<file path="src/rtl/cpu_divide_ctrl.sv">
// ============================================================================
//  Module   : cpu_divide_ctrl
//  Brief    : Execute-stage sequencer for the iterative 32-bit divider.
//             Registers a DIVU/DIVS/MODU/MODS request, pulses the divider
//             start, waits for done and holds the selected result on a
//             valid/ready writeback port.
//  Revision : 1.0 - initial release
// ============================================================================
`default_nettype none

module cpu_divide_ctrl #(
    parameter int DEST_W = 5
) (
    input  logic              clock,
    input  logic              reset,
    // execute-stage request
    input  logic              req_valid,
    output logic              req_ready,
    input  logic [1:0]        req_op,
    input  logic [31:0]       req_a,
    input  logic [31:0]       req_b,
    input  logic [DEST_W-1:0] req_dest,
    input  logic              flush,
    output logic              busy,
    // divider interface
    output logic              div_start,
    output logic [31:0]       div_a,
    output logic [31:0]       div_b,
    output logic              div_signed,
    input  logic [31:0]       div_quotient,
    input  logic [31:0]       div_remainder,
    input  logic              div_done,
    // writeback
    output logic              wb_valid,
    input  logic              wb_ready,
    output logic [DEST_W-1:0] wb_dest,
    output logic [31:0]       wb_data
);

    typedef enum logic [1:0] {
        IDLE   = 2'd0,
        START  = 2'd1,
        WAIT   = 2'd2,
        RESULT = 2'd3
    } state_t;

    state_t              r_state;
    state_t              w_next_state;
    logic                r_sel_mod;
    logic                r_div_signed;
    logic [31:0]         r_div_a;
    logic [31:0]         r_div_b;
    logic [31:0]         r_wb_data;
    logic [DEST_W-1:0]   r_wb_dest;

    logic                w_accept;
    logic                w_capture;

    assign w_accept  = req_valid && (r_state == IDLE) && !flush;
    // done is only trusted from WAIT onward; in START it still shows the previous op
    assign w_capture = (r_state == WAIT) && div_done && !flush;

    always_comb begin
        w_next_state = r_state;
        case (r_state)
            IDLE:    if (w_accept)  w_next_state = START;
            START:                  w_next_state = WAIT;
            WAIT:    if (div_done)  w_next_state = RESULT;
            RESULT:  if (wb_ready)  w_next_state = IDLE;
            default:                w_next_state = IDLE;
        endcase
        if (flush) begin
            w_next_state = IDLE;
        end
    end

    always_ff @(posedge clock or posedge reset) begin
        if (reset) begin
            r_state <= IDLE;
        end else begin
            r_state <= w_next_state;
        end
    end

    always_ff @(posedge clock or posedge reset) begin
        if (reset) begin
            r_div_a      <= 32'd0;
            r_div_b      <= 32'd0;
            r_div_signed <= 1'b0;
            r_sel_mod    <= 1'b0;
            r_wb_dest    <= '0;
            r_wb_data    <= 32'd0;
        end else begin
            if (w_accept) begin
                r_div_a      <= req_a;
                r_div_b      <= req_b;
                r_div_signed <= req_op[0];
                r_sel_mod    <= req_op[1];
                r_wb_dest    <= req_dest;
            end
            if (w_capture) begin
                r_wb_data <= r_sel_mod ? div_remainder : div_quotient;
            end
        end
    end

    assign req_ready  = (r_state == IDLE);
    assign busy       = (r_state != IDLE);
    assign div_start  = (r_state == START);
    assign wb_valid   = (r_state == RESULT);
    assign div_a      = r_div_a;
    assign div_b      = r_div_b;
    assign div_signed = r_div_signed;
    assign wb_dest    = r_wb_dest;
    assign wb_data    = r_wb_data;

endmodule

`default_nettype wire

</file>
<file path="config.mk">
export PLATFORM = sky130hd
export DESIGN_NAME = cpu_divide_ctrl
export DESIGN_NICKNAME = d
export VERILOG_FILES = /design/src/rtl/cpu_divide_ctrl.sv
export SDC_FILE = /design/constraint.sdc
export NUM_CORES = 1
export LEC_CHECK = 0
export ABC_AREA = 0
export BUFFER_PORTS_ARGS = -buffer_cell sky130_fd_sc_hd__buf_2
export CELL_PAD_IN_SITES_DETAIL_PLACEMENT = 0
export CELL_PAD_IN_SITES_GLOBAL_PLACEMENT = 1
export CORE_ASPECT_RATIO = 0.7
export CORE_MARGIN = 2
export CORE_UTILIZATION = 35
export CTS_CLUSTER_DIAMETER = 40
export DETAILED_ROUTE_END_ITERATION = 10
export PLACE_DENSITY = 0.87
export SYNTH_ARGS = -nofsm -noshare
export SYNTH_HDL_FRONTEND = slang
export SYNTH_SLANG_ARGS = --single-unit
</file>
<file path="constraint.sdc">
create_clock -name clock -period 3.95 [get_ports clock]
set_clock_uncertainty 0.2 [all_clocks]
set_input_delay 0.395 -clock clock [delete_from_list [all_inputs] [get_ports clock]]
set_output_delay 0.395 -clock clock [all_outputs]
set_load 0.02 [all_outputs]
</file>
== Word level (Yosys, flattened, before mapping) ==
Cells that the tools add are included.

* Equality and inequality tests: 6
* Mux-type cells: 6
* Reduce and logical (&&, ||, !) cells: 8

{| class="wikitable"
|+ Operators by type and width
! kind !! number
|-
| $mux 32 || 1
|-
| $mux 2 || 4
|-
| $pmux 2 s4 || 1
|-
| $eq 2x2->1 const B || 2
|-
| $logic_and 1x1->1 || 4
|-
| $ne 3x1->1 const B || 1
|-
| $ne 3x2->1 const B || 1
|-
| $ne 3x3->1 const B || 1
|-
| $reduce_and 3->1 || 1
|-
| $eq 2x1->1 const B || 1
|-
| $logic_not 2->1 || 1
|-
| $reduce_bool 2->1 || 1
|-
| $logic_not 1->1 || 1
|}

* Register bits after elaboration: 105
* Input port bits: 141
* Output and inout bits: 106

== Depth between registers and ports, before layout ==
* Depth after elaboration: 6
* Mapped depth: 7
* Mapped depth without buffers: 5

== Worst setup path before layout ==
No wires, ideal clock.

* Kind: register to register
* Start: register r_state[0]
* End: register r_div_a[0] (netlist: div_a[0])
* Library setup time: 0.125 ns
* Arrival: 1.686 ns
* Path slack: 1.939 ns
* Stages on the path, launching flop included: 8
* Period minus slack after synthesis: 2.011 ns
* Cell sequence: dfrtp_1 -> inv_1 -> ha_1 -> nand2_1 -> or2_1 -> buf_6 -> buf_12 -> mux2_4

* Longest elaborated chain between the ends: 3

{| class="wikitable"
|+ RTL lines
! what !! line !! source
|-
| from (decl) || 47 || <nowiki>state_t r_state;</nowiki>
|-
| from (signal assigned) || 81 || <nowiki>r_state <= w_next_state;</nowiki>
|-
| $logic_not 2->1 || -- ||
|-
| net req_ready || 18 || <nowiki>output logic req_ready,</nowiki>
|-
| $logic_and 1x1->1 (2 in series) || 59 || <nowiki>assign w_accept = req_valid && (r_state == IDLE) && !flush;</nowiki>
|-
| to (signal assigned) || 95 || <nowiki>r_div_a <= req_a;</nowiki>
|-
| to (decl) || 51 || <nowiki>logic [31:0] r_div_a;</nowiki>
|}

The timed path passes the listed nets, and every way through them passes these cells.
A chain may end at the register's enable or synchronous reset.

== Final worst setup path ==
* Start: register r_state[0]
* End: register r_div_a[23] (netlist: div_a[23])

* Longest elaborated chain between the ends: 3

{| class="wikitable"
|+ RTL lines
! what !! line
|-
| $logic_not 2->1 || 59
|-
| $logic_and 1x1->1 (2 in series) || 59
|}

No other way between the ends.

==> run metrics <==
via count between 3,000 and 4,000; final setup fails 0; Die ar. around 14,000 um^2; Lkg Pwr about 0.0035 uW; Overflow after GRT 0; synthesized cell area 4640 um^2; CTS Buf Count 9; Max Fclk 0.408 GHz; sequential fraction of the synthesis area 56.6%; Setup TNS 0 ps; Starting DRT DRC Count between 100 and 150; Hold-fix buffers, CTS 0; Die X approximately 140 um; met1 WL ~4700 um; Setup WS pre-CTS between 1500 and 2000 ps; DRT Pass-1 Iters 4; fin crit share between 60% and 70%; distinct cell type count after synthesis 17; Fill cells about 1,200; worst IR drop on VDD 0.334 mV; Area Overhead vs Synth 34.1%; first-pass GRT wire length 16,300 um; WS Path Type flop to flop; Clock Latency Late Sink 340 ps; RSZ-0062 raised after global routing false; Routed WL per cell 14.5 um; Yosys top cell area share 56.6%; Layout Cells excl Fill approximately 720; CTS Root Cell clkbuf_16; Area contributors post-synth dfrtp_1 (57%), mux2_4 (23%), mux2i_1 (7.1%); # placed instances approximately 700; Cell Rows 35; pin count of the biggest net entering global routing 83; CP arrival between 2000 and 2500 ps; Slew Limit Fails 0; met2 wire length 4950 um; Longest Clk Path Bufs 2; largest area contributor in the netlist dfrtp_1; Die Y between 100 and 150 um; Via-to-Cell Ratio about 4.5; CTS sink count between 100 and 150; # IOs about 250; Ys Warns 0; total core area around 13,000 um^2; Reg2Reg Depth 6; initial antenna violation count 0; syn avg cell area around 15 um^2; # DRC 0; Fin. Hold Viols 0; met3 routed WL between 700 and 800 um; max-cap violations 0; Slew headroom around 34%; final wirelength around 11,000 um; Antenna diodes 0; worst hold path class input port to flop; Hold Path Depth 2; number of global-route vias before repair 3,283; pwr dens about 850 nW/um^2; Layout Utilization between 40 and 50%; Worst Setup Start Kind flop; total setup buffers inserted after CTS 0; Fin Hold WS around 75 ps; Max FO, Critical Path between 40 and 50; CTS tree yes; DR top layer met4; CP Capture Type flop; Yosys reg bits roughly 110; Reg-to-Reg Start r_state[0]; min Tclk post-route roughly 2400 ps; Hold Crit Start req_a[17]; final worst setup slack roughly 1500 ps; Port Buffers about 250; Worst Path Required a little under 4000 ps; synthesized net count around 460; layout net count 699; Initial Util a little over a third; status complete, no violations; post_cts resized 0; Detail Route Antenna Nets 0; GP Congestion 0.768; clock transition at the registers of the reported paths roughly 80 ps; Synth Instances between 300 and 400; htree depth 3; total track usage between 10% and 20%; worst slew pin tran about 1000 ps; Post-DP HPWL slightly below 8000 um; share of layout cells above drive strength 1 around three fifths; Critical path origin r_state[0]
==> metrics by stage <==
| step | instance area (um^2) | total power, uW |
|---|---|---|
| floorplan | 4640 | 3670 |
| global placement | 5920 | 4370 |
| detailed placement | 5920 | 4450 |
| CTS | 6220 | 5360 |
| global route | 6220 | 5610 |
| finish | 6220 | 5280 |
==> cells by family (layout without fill, tap and decap cells) <==
logic type,Yosys count,in the layout,share of synthesized area [%]
and+or+nand+nor,39,39,3.40
adders and majority gates,5,5,1.35
AOI/OAI and AO/OA,33,33,3.67
buffers and inverters,24,271,4.69
muxes,105,105,30.3
DFF,105,105,56.6
==> worst max-delay path: stages (launching register included) <==
cell and delay, ps:
dfrtp_1 420, inv_1 120, ha_1 230, nand2_1 80, or2_4 500, buf_12 360, mux2_4 340
==> synth_stat cells, drive strengths merged <==
| cell | instances |
|---|---|
| a222oi | 1 |
| buf | 13 |
| clkbuf | 5 |
| dfrtp | 105 |
| ha | 5 |
| inv | 6 |
| mux2 | 72 |
| mux2i | 33 |
| nand2 | 33 |
| nand2b | 2 |
| nand3b | 1 |
| nor2 | 2 |
| o21ai | 32 |
| or2 | 1 |
==> final timing paths <==
check / end / slack [ps]
setup / recovery: div_a[23] / 1500
hold / removal: div_a[17] / 80
setup reg to reg: div_a[23] / 1500
hold reg to reg: wb_data[0] / 280
max in group asynchronous: div_a[24] / 2580
min in group asynchronous: wb_dest[1] / 90
==> sequential cells by signal, summed over array words and instances (netlist names) <==
signal and flops:
div_signed 1, wb_dest 5, wb_data 32, div_b 32
r_state 2, div_a 32, r_sel_mod 1
==> report_power, final <==
part / switching [uW] / internal, uW / leakage (uW) / total [uW]
Sequential: 382 / 1610 / 0.00127 / 1990
Combinational: 1270 / 1140 / 0.00207 / 2410
Clock: 416 / 461 / 0.000144 / 877
Total: 2070 / 3210 / 0.00348 / 5280
==> cell type report <==
class                      count  area [um^2]  area share (%)
clock buffer                  10          239            3.84
inverter                       6         25.0           0.402
sequential                   105         2630            42.3
multi-input combinational    182         1800            28.9
clock inverter                 6         56.3           0.905
timing repair buffer         249         1270            20.4
tap                          166          208            3.34
==> routing by layer <==
layer | global-route usage [%] | vias to the layer above
li1 | - | 1552
met1 | 18.9 | 1552
met2 | 23.8 | 131
met3 | 4.01 | 9
met4 | 3.92 | 0
met5 | 0 | -
==> layout by cell type, fill, tap and decap left out, drive strengths merged <==
master,n
a222oi,1
dfrtp,105
nand2b,2
mux2i,33
mux2,72
inv,11
clkinvlp,1
nand3b,1
nand2,33
buf,249
ha,5
nor2,2
or2,1
clkbuf,10
o21ai,32
(Power assumes the default switching activity.)
